File: config.mk
export PLATFORM = sky130hd
export DESIGN_NAME = cl_bank_sched
export DESIGN_NICKNAME = d
export VERILOG_FILES = /design/src/rtl/cl_sched_pkg.sv /design/src/rtl/cl_edge_det.sv /design/src/rtl/cl_bank_sched.sv
export SDC_FILE = /design/constraint.sdc
export NUM_CORES = 1
export LEC_CHECK = 0
export CAP_MARGIN = 10
export CORE_MARGIN = 1
export CORE_UTILIZATION = 45
export CTS_BUF_LIST = sky130_fd_sc_hd__clkbuf_8
export DETAILED_ROUTE_END_ITERATION = 8
export PLACE_DENSITY = 0.7
export SYNTH_ARGS = -nofsm -noshare
export SYNTH_HDL_FRONTEND = slang
export SYNTH_SLANG_ARGS = --single-unit
File: constraint.sdc
create_clock -name CCLK -period 4.05 [get_ports CCLK]
set_input_delay 0.405 -clock CCLK [delete_from_list [all_inputs] [get_ports CCLK]]
set_output_delay 0.405 -clock CCLK [all_outputs]
set_load 0.05 [all_outputs]
File: src/rtl/cl_sched_pkg.sv
// ---------------------------------------------------------------------------
// cl_sched_pkg : shared state encoding and bank constants for the bank scheduler
// Rev 1.0
// ---------------------------------------------------------------------------
`timescale 1ns/1ps
`default_nettype none

package cl_sched_pkg;

   typedef enum logic [1:0] {
      IDLE    = 2'd0,
      SYNC    = 2'd1,
      CAPTURE = 2'd2
   } state_t;

   localparam logic BANK_A = 1'b0;
   localparam logic BANK_B = 1'b1;

   function automatic logic other_bank(input logic bank);
      return (bank == BANK_A) ? BANK_B : BANK_A;
   endfunction

endpackage

`default_nettype wire

File: src/rtl/cl_edge_det.sv
// ---------------------------------------------------------------------------
// cl_edge_det : registered rise/fall pulse detector, one-cycle pulses
// Rev 1.0
// ---------------------------------------------------------------------------
`timescale 1ns/1ps
`default_nettype none

module cl_edge_det (
   input  logic CCLK,
   input  logic RST,
   input  logic iSIG,
   output logic oRISE,
   output logic oFALL
);

   logic r_d;

   // Pulses are registered so downstream logic sees them one edge after the sample.
   always_ff @(posedge CCLK) begin
      if (RST) begin
         r_d   <= 1'b0;
         oRISE <= 1'b0;
         oFALL <= 1'b0;
      end else begin
         r_d   <= iSIG;
         oRISE <= iSIG & ~r_d;
         oFALL <= ~iSIG & r_d;
      end
   end

endmodule

`default_nettype wire

File: src/rtl/cl_bank_sched.sv
// ---------------------------------------------------------------------------
// cl_bank_sched : ping-pong frame bank scheduler with single-reader handshake
// Rev 1.0
// ---------------------------------------------------------------------------
`timescale 1ns/1ps
`default_nettype none

module cl_bank_sched
   import cl_sched_pkg::*;
#(
   parameter int ADDR_WIDTH = 11,
   parameter int CNT_WIDTH  = 16,
   parameter int MIN_LINES  = 16
) (
   input  logic                  CCLK,
   input  logic                  RST,
   input  logic                  iEN,
   input  logic                  iVSYNC,
   input  logic                  iDE,
   input  logic                  iRD_REQ,
   input  logic                  iRD_DONE,
   output logic                  oMEM_SEL,
   output logic                  oWR_EN,
   output logic                  oFRAME_RDY,
   output logic                  oRD_GNT,
   output logic                  oRD_BANK,
   output logic [ADDR_WIDTH-1:0] oLINE_CNT,
   output logic [CNT_WIDTH-1:0]  oFRAME_CNT,
   output logic [CNT_WIDTH-1:0]  oDROP_CNT
);

   localparam logic [ADDR_WIDTH-1:0] c_min_lines = ADDR_WIDTH'(MIN_LINES);
   localparam logic [ADDR_WIDTH-1:0] c_line_one  = ADDR_WIDTH'(1);
   localparam logic [CNT_WIDTH-1:0]  c_cnt_one   = CNT_WIDTH'(1);

   state_t                r_state;
   logic                  w_vs_rise;
   logic                  w_vs_fall;
   logic                  w_de_rise;
   logic                  w_de_fall;
   logic [ADDR_WIDTH-1:0] w_lines;
   logic                  w_frame_end;
   logic                  w_held;
   logic                  w_grant;

   cl_edge_det u_vs_edge (
      .CCLK  (CCLK),
      .RST   (RST),
      .iSIG  (iVSYNC),
      .oRISE (w_vs_rise),
      .oFALL (w_vs_fall)
   );

   cl_edge_det u_de_edge (
      .CCLK  (CCLK),
      .RST   (RST),
      .iSIG  (iDE),
      .oRISE (w_de_rise),
      .oFALL (w_de_fall)
   );

   // A line ending on the frame-ending edge still belongs to the ending frame.
   always_comb begin
      w_lines = oLINE_CNT;
      if (w_de_fall && (oLINE_CNT != '1))
         w_lines = oLINE_CNT + c_line_one;
   end

   assign w_frame_end = (r_state == CAPTURE) & iEN & w_vs_rise;
   assign w_held      = oRD_GNT & (oRD_BANK == other_bank(oMEM_SEL));
   assign w_grant     = iRD_REQ & oFRAME_RDY & ~oRD_GNT & ~w_frame_end;

   always_ff @(posedge CCLK) begin
      if (RST) begin
         r_state    <= IDLE;
         oMEM_SEL   <= BANK_A;
         oWR_EN     <= 1'b0;
         oFRAME_RDY <= 1'b0;
         oRD_GNT    <= 1'b0;
         oRD_BANK   <= BANK_A;
         oLINE_CNT  <= '0;
         oFRAME_CNT <= '0;
         oDROP_CNT  <= '0;
      end else begin
         oWR_EN <= (r_state == CAPTURE);

         if (!iEN) begin
            r_state   <= IDLE;
            oLINE_CNT <= '0;
         end else begin
            case (r_state)
               IDLE: r_state <= SYNC;
               SYNC: begin
                  oLINE_CNT <= '0;
                  if (w_vs_rise)
                     r_state <= CAPTURE;
               end
               CAPTURE: begin
                  if (w_vs_rise) begin
                     oLINE_CNT <= '0;
                     if (w_lines >= c_min_lines) begin
                        if (w_held) begin
                           if (oDROP_CNT != '1)
                              oDROP_CNT <= oDROP_CNT + c_cnt_one;
                        end else begin
                           oMEM_SEL   <= other_bank(oMEM_SEL);
                           oFRAME_RDY <= 1'b1;
                           oFRAME_CNT <= oFRAME_CNT + c_cnt_one;
                        end
                     end
                  end else begin
                     oLINE_CNT <= w_lines;
                  end
               end
               default: r_state <= IDLE;
            endcase
         end

         // Grant is blocked on frame-end edges, so it never races the ready-flag set.
         if (w_grant) begin
            oRD_GNT    <= 1'b1;
            oRD_BANK   <= other_bank(oMEM_SEL);
            oFRAME_RDY <= 1'b0;
         end else if (iRD_DONE && oRD_GNT) begin
            oRD_GNT <= 1'b0;
         end
      end
   end

endmodule

`default_nettype wire

==> impl_metrics.json, run 1 <==
{
  "grt_pass1_wl_um": 10800,
  "clock.fmax_mhz": 340,
  "firstDrtPassIters": 8,
  "async_flop_share_pct": 0,
  "htreeDepth": 2,
  "wl_met1_um": 3030,
  "cpLargestDelayFamily": "compound AO/OA/AOI/OAI gates",
  "post-route-min-period_ps": 2950,
  "ant_nets": 0,
  "hold_class": "reg -> reg",
  "tightestPinTransition_ps": 710,
  "path_depth": 7,
  "p_total_w": 0.000924,
  "n_antenna_cell": 0,
  "syn_avg_cell_area_um2": 8.19,
  "slew-limit-headroom_pct": 52.6,
  "maxUsedRoutingLayer": "met4",
  "cts_resized": 0,
  "hold_viol_final": 0,
  "synth_area_um2": 2820,
  "rsz0062_at_grt": "false",
  "wl_met3_um": 441,
  "synth-seq-cells": 54,
  "hold_buffers": 0,
  "drc": 0,
  "end_kind": "flip-flop",
  "p_per_area_nw_per_um2": 265,
  "synth_edf_count": 0,
  "slowest_stage": "dfxtp_1",
  "vias_per_cell": 5.87,
  "die_h_um": 81.1,
  "ys_types": 47,
  "placedCellCount": 455,
  "yosys-top-cells-area": "dfxtp_1 38%, a21oi_1 6.6%, nand3_1 4.1%",
  "dpl.hpwl_um": 4530,
  "drt_iter0_markers": 98,
  "wl_per_cell_um": 14.3,
  "crit_path_start_kind": "flip-flop",
  "via_count": 2716,
  "min_period_over_period_pct": 72.7,
  "cts_tree": "yes",
  "slew_violations": 0,
  "root_buffer": "clkbuf_8",
  "synth_cells": 344,
  "p_sw_share_pct": 21.3,
  "insertion_delay_ps": 310,
  "fill_cells": 562,
  "power.switching_w": 0.000197,
  "nNetsFinal": 401,
  "start_util_pct": 47.1,
  "cts_setup_buffers": 0,
  "yosys_warnings": 0,
  "grt_usage_pct": 20.7,
  "place_congestion": 0.954,
  "ys_seq_area_share_pct": 38.3,
  "critPathBufInv": 1,
  "fp.dieArea_um2": 6580,
  "required_ps": 4250,
  "netlist.area_leader.share_pct": 38.3,
  "synth_top_cell_by_area": "dfxtp_1",
  "syn2layout_area_growth_pct": 23.5,
  "final_cell_mix": "54 x clkdlybuf4s50_1, 54 x dfxtp_1, 37 x a21oi_1",
  "grt_max_degree": 46,
  "hold_depth": 1,
  "crit_type": "reg -> reg",
  "core_um2": 5990,
  "setup_viol": 0,
  "finalNonFillerCells": 463,
  "rr_worst_depth": 7,
  "grt.overflow.total": 0,
  "syn-num-nets": 358,
  "num_rows": 28,
  "p_clk_share_pct": 38.4,
  "cts.sinks": 54,
  "grt_pass1_vias": 2309,
  "path_max_fanout": 29,
  "intPower_w": 0.000727,
  "pwr-share-seq_pct": 58.0,
  "fp.dieW_um": 81.1,
  "drv_cap": 0,
  "clk_pin_slew_ps": 90,
  "cpPeakStageDelay_ps": 570,
  "routed_wl_um": 6640,
  "layout-drive-gt1-share_pct": 3.61,
  "pin_count": 55,
  "io_buffers": 54,
  "outcome": "finished clean",
  "fin_tns_setup_ps": 0,
  "cp.arrival_ps": 3140,
  "antenna_found_initial": 0,
  "wl_met2_um": 3140,
  "irDropWorstVdd_uv": 218,
  "path_cells": "and4_1 -> nand4_4 -> a211o_1 -> a221oi_4 -> buf_4 -> nor4_1 -> mux2_1",
  "comb_power_share_pct": 3.6,
  "numCtsBuffers": 5,
  "cts.path.max_buffers": 2,
  "synth_ff_type": "dfxtp_1",
  "power.leakage_nw": 1.07,
  "fin_skew_ps": 5.86
}
[Yosys cell counts, drive strengths merged (9+ instances only)]
master / count
inv: 9
nand3: 24
o21ai: 19
nor2: 26
a21oi: 37
clkbuf: 14
dfxtp: 54
nand2: 24
or3: 17
or4: 13
nand4: 11
o31ai: 13
[routing by layer]
| metal | track usage [%] | vias up |
|---|---|---|
| met5 | 0 | - |
| met4 | 5.18 | 0 |
| met3 | 4.72 | 2 |
| met2 | 32.5 | 87 |
| met1 | 28.4 | 1254 |
| li1 | - | 1373 |
[area by class of cell]
cell class | count | area (um^2) | share of cell area (%)
Multi-Input combinational cell | 260 | 1600 | 46.1
Sequential cell | 54 | 1080 | 31.0
Timing Repair Buffer | 57 | 563 | 16.2
Tap cell | 75 | 93.8 | 2.69
Clock buffer | 5 | 68.8 | 1.98
Clock inverter | 3 | 37.5 | 1.08
Inverter | 9 | 33.8 | 0.970
[cells by family (layout without fill, tap and decap cells)]
group | count (synthesis) | count (layout) | synth area share, %
AO/OA/AOI/OAI | 90 | 90 | 20.2
XOR/XNOR | 2 | 2 | 0.622
adder cells (fa/ha/maj) | 7 | 7 | 3.11
buffers and inverters | 30 | 74 | 4.75
flip-flops | 54 | 54 | 38.3
multiplexers | 7 | 7 | 2.62
AND/OR/NAND/NOR | 154 | 154 | 30.3
[worst paths after layout]
| kind | start | to | slack (ps) |
|---|---|---|---|
| worst max-delay path | oLINE_CNT[6]$_SDFFE_PP0P_ | oFRAME_CNT[6]$_SDFFE_PP0P_ | 1100 |
| worst min-delay path | u_vs_edge.r_d$_SDFF_PP0_ | u_vs_edge.oRISE$_SDFF_PP0_ | 390 |
| worst max register to register | oLINE_CNT[6]$_SDFFE_PP0P_ | oFRAME_CNT[6]$_SDFFE_PP0P_ | 1100 |
| worst min register to register | u_vs_edge.r_d$_SDFF_PP0_ | u_vs_edge.oRISE$_SDFF_PP0_ | 390 |
[per-stage QoR]
| stage | util, % | cell area, um^2 | setup WS [ps] | hold slack, ps |
|---|---|---|---|---|
| finish | 58.1 | 3480 | 1100 | 386 |
| global route | 58.1 | 3480 | 928 | 415 |
| CTS | 58.1 | 3480 | 1120 | 387 |
| detailed placement | 56.3 | 3380 | 1140 | 373 |
| global placement | 56.3 | 3380 | 1220 | 374 |
| floorplan | - | 2820 | 1330 | 367 |
[worst register-to-register path, stage by stage (launching register included)]
cell      delay, ps
dfxtp_1         570
and4_1          410
nand4_4         160
a211o_1         320
a221oi_4        560
buf_4           370
nor4_1          110
mux2_1          330
[flip-flops by register name, indices dropped and copies added, names as in the netlist, 2 cells and up]
| signal | cells |
|---|---|
| oLINE_CNT | 11 |
| oDROP_CNT | 16 |
| oFRAME_CNT | 16 |
| r_state | 2 |
[power groups by stage]
stage | combinational (W) | clock [W] | sequential (W)
after floorplan | 0.0000215 | 0 | 0.000548
after CTS | 0.0000339 | 0.000363 | 0.000536
after global routing | 0.0000368 | 0.000385 | 0.000536
final | 0.0000336 | 0.000354 | 0.000536
after detailed placement | 0.0000337 | 0 | 0.000548
after global placement | 0.0000335 | 0 | 0.000548
Note: power is estimated with default switching activity, not from simulation.
==> run 2: changes to the inputs <==
Settings changed: PLACE_DENSITY 0.7 to 0.73.
Clock period 4.05 ns to 2.4 ns, I/O delays scaled along.
==> run 2 against run 1 <==
  * Cell count is 3.5% higher
  * Setup slack worse by 1000 ps
  * Sequential cell count stayed put
  * Core utilization is 4.6 points higher
  * Critical endpoint is now oFRAME_CNT[5]$_SDFFE_PP0P_
  * Highest routed layer unchanged
==> impl_metrics.json, run 2 (synthesis results as in run 1) <==
{
  "path_depth": 10,
  "maxUsedRoutingLayer": "met4",
  "pin_count": 55,
  "layout-drive-gt1-share_pct": 12.6,
  "end_kind": "flip-flop",
  "cpLargestDelayFamily": "compound AO/OA/AOI/OAI gates",
  "rr_worst_depth": 10,
  "final_common_cell": "clkdlybuf4s50_1",
  "io_buffers": 54,
  "drv_cap": 0,
  "place_congestion": 0.916,
  "core_um2": 5990,
  "hold_viol_final": 0,
  "crit_end": "oFRAME_CNT[5]$_SDFFE_PP0P_",
  "fill_cells": 531,
  "grt.overflow.total": 0,
  "drt_iter0_markers": 127,
  "fp.dieW_um": 81.1,
  "grt_pass1_wl_um": 11200,
  "hold_class": "reg -> reg",
  "crit_path_start_kind": "flip-flop",
  "cts.sinks": 54,
  "p_clk_share_pct": 43.6,
  "fin_tns_setup_ps": 0,
  "finalInstanceArea_um2": 3760,
  "placed_area_um2": 3520,
  "vias_per_cell": 5.99,
  "wl_per_cell_um": 15.0,
  "htreeDepth": 2,
  "tightestPinTransition_ps": 530,
  "wl_met3_um": 346,
  "num_rows": 28,
  "wl_met2_um": 3480,
  "routed_wl_um": 7200,
  "wl_met1_um": 3320,
  "via_count": 2870,
  "ant_nets": 0,
  "required_ps": 2640,
  "irDropWorstVdd_uv": 227,
  "crit_type": "reg -> reg",
  "syn2layout_area_growth_pct": 33.3,
  "clock.fmax_mhz": 435,
  "grt_max_degree": 45,
  "cts_tree": "yes",
  "crit_path_frequent_cell": "buf_4",
  "pwr-share-seq_pct": 52.7,
  "antenna_found_initial": 0,
  "final_cell_mix": "54 x clkdlybuf4s50_1, 44 x dfxtp_1, 36 x a21oi_1",
  "power.switching_w": 0.000339,
  "r2r_slack_ps": 100,
  "startpoint": "oLINE_CNT[0]$_SDFFE_PP0P_",
  "post-route-min-period_ps": 2300,
  "nNetsFinal": 417,
  "slew_violations": 0,
  "critPathBufInv": 3,
  "p_sw_share_pct": 19.9,
  "intPower_w": 0.00137,
  "power.leakage_nw": 1.19,
  "dpl.hpwl_um": 4900,
  "rsz0062_at_grt": "false",
  "path_cells": "ha_4 -> nand3_2 -> buf_4 -> a211oi_1 -> o211ai_1 -> a221oi_4 -> buf_4 -> clkbuf_16 -> or4_1 -> a21oi_2",
  "n_antenna_cell": 0,
  "p_per_area_nw_per_um2": 455,
  "cp.arrival_ps": 2540,
  "reg2reg_from": "oLINE_CNT[0]$_SDFFE_PP0P_",
  "path_max_fanout": 16,
  "cpPeakStageDelay_ps": 520,
  "grt_usage_pct": 21.5,
  "outcome": "finished clean",
  "start_util_pct": 47.1,
  "firstDrtPassIters": 4,
  "fin_skew_ps": 8.03,
  "numCtsBuffers": 5,
  "grt_pass1_vias": 2441,
  "die_h_um": 81.1,
  "insertion_delay_ps": 300,
  "reg.largest.list": "oDROP_CNT: 16 flops, oFRAME_CNT: 16 flops, oLINE_CNT: 11 flops",
  "cts.path.max_buffers": 2,
  "min_period_over_period_pct": 95.8,
  "regToRegEndpoint": "oFRAME_CNT[5]$_SDFFE_PP0P_",
  "clk_pin_slew_ps": 100,
  "fp.dieArea_um2": 6580,
  "drc": 0,
  "setup_viol": 0,
  "slowest_stage": "or4_1",
  "slew-limit-headroom_pct": 64.7,
  "root_buffer": "clkbuf_8",
  "comb_power_share_pct": 3.7
}
[run 2: timing repair]
item                                    CTS  global route
hold buffers                              0             0
setup buffers                             0             2
pin swaps                                 0             3
resized for setup                         2            10
cloned                                    0             1
endpoints found under the setup margin    6            14
[run 2: worst register-to-register path: stages (launching register included)]
cell and delay [ps]:
dfxtp_4 380, ha_4 170, nand3_2 80, buf_4 130
a211oi_1 50, o211ai_1 290, a221oi_4 130, buf_4 170
clkbuf_16 160, or4_1 530, a21oi_2 150
[run 2: cell type report]
class / instances / area, um^2 / share of cell area, %
Clock inverter: 2 / 60.1 / 1.60
Tap cell: 75 / 93.8 / 2.50
Multi-Input combinational cell: 260 / 1650 / 44.0
Sequential cell: 54 / 1100 / 29.3
Inverter: 9 / 33.8 / 0.899
Timing Repair Buffer: 73 / 733 / 19.5
Clock buffer: 6 / 82.6 / 2.20
[run 2: per-stage QoR]
step / setup WS [ps] / hold WS (ps) / power [W] / cells / util [%]
2_1_floorplan: 12.3 / 316 / 0.000958 / 344 / -
3_3_place_gp: 77.2 / 373 / 0.000983 / 468 / 58.8
3_5_place_dp: 1.57 / 375 / 0.000984 / 468 / 58.8
4_1_cts: 24.5 / 397 / 0.00172 / 476 / 61.3
5_1_grt: 0.173 / 409 / 0.00177 / 479 / 62.7
6_report: 101 / 396 / 0.00171 / 479 / 62.7
[run 2: worst min path at each step]
stage	endpoint	slack, ps	depth (start not counted)	startpoint
after floorplan	u_de_edge.oFALL$_SDFF_PP0_	320	1	iDE
after global placement	u_vs_edge.oRISE$_SDFF_PP0_	370	1	u_vs_edge.r_d$_SDFF_PP0_
after detailed placement	u_vs_edge.oRISE$_SDFF_PP0_	370	1	u_vs_edge.r_d$_SDFF_PP0_
after CTS	u_vs_edge.oRISE$_SDFF_PP0_	400	1	u_vs_edge.r_d$_SDFF_PP0_
after global routing	u_vs_edge.oRISE$_SDFF_PP0_	410	1	u_vs_edge.r_d$_SDFF_PP0_
final	u_vs_edge.oRISE$_SDFF_PP0_	400	1	u_vs_edge.r_d$_SDFF_PP0_
[run 2: metal layers]
| layer | track usage, % | vias up |
|---|---|---|
| li1 | - | 1402 |
| met1 | 27.4 | 1366 |
| met2 | 37.6 | 95 |
| met3 | 3.48 | 7 |
| met4 | 5.18 | 0 |
| met5 | 0 | - |
[run 2: power by group through the flow]
| stage | Combinational [W] | Clock (W) | Sequential (W) |
|---|---|---|---|
| 6_report | 0.0000635 | 0.000744 | 0.000900 |
| 5_1_grt | 0.0000699 | 0.000794 | 0.000901 |
| 4_1_cts | 0.0000636 | 0.000756 | 0.000900 |
| 3_5_place_dp | 0.0000633 | 0 | 0.000921 |
| 3_3_place_gp | 0.0000619 | 0 | 0.000921 |
| 2_1_floorplan | 0.0000363 | 0 | 0.000921 |
==> run 3: changes to the inputs <==
Settings changed: SKIP_LAST_GASP set to 1, TNS_END_PERCENT set to 10.
==> results of run 3 <==
No change in the layout: final DEF, timing and power equal those of run 2.
Among the figures that moved: number of gates resized after CTS 2 -> 1
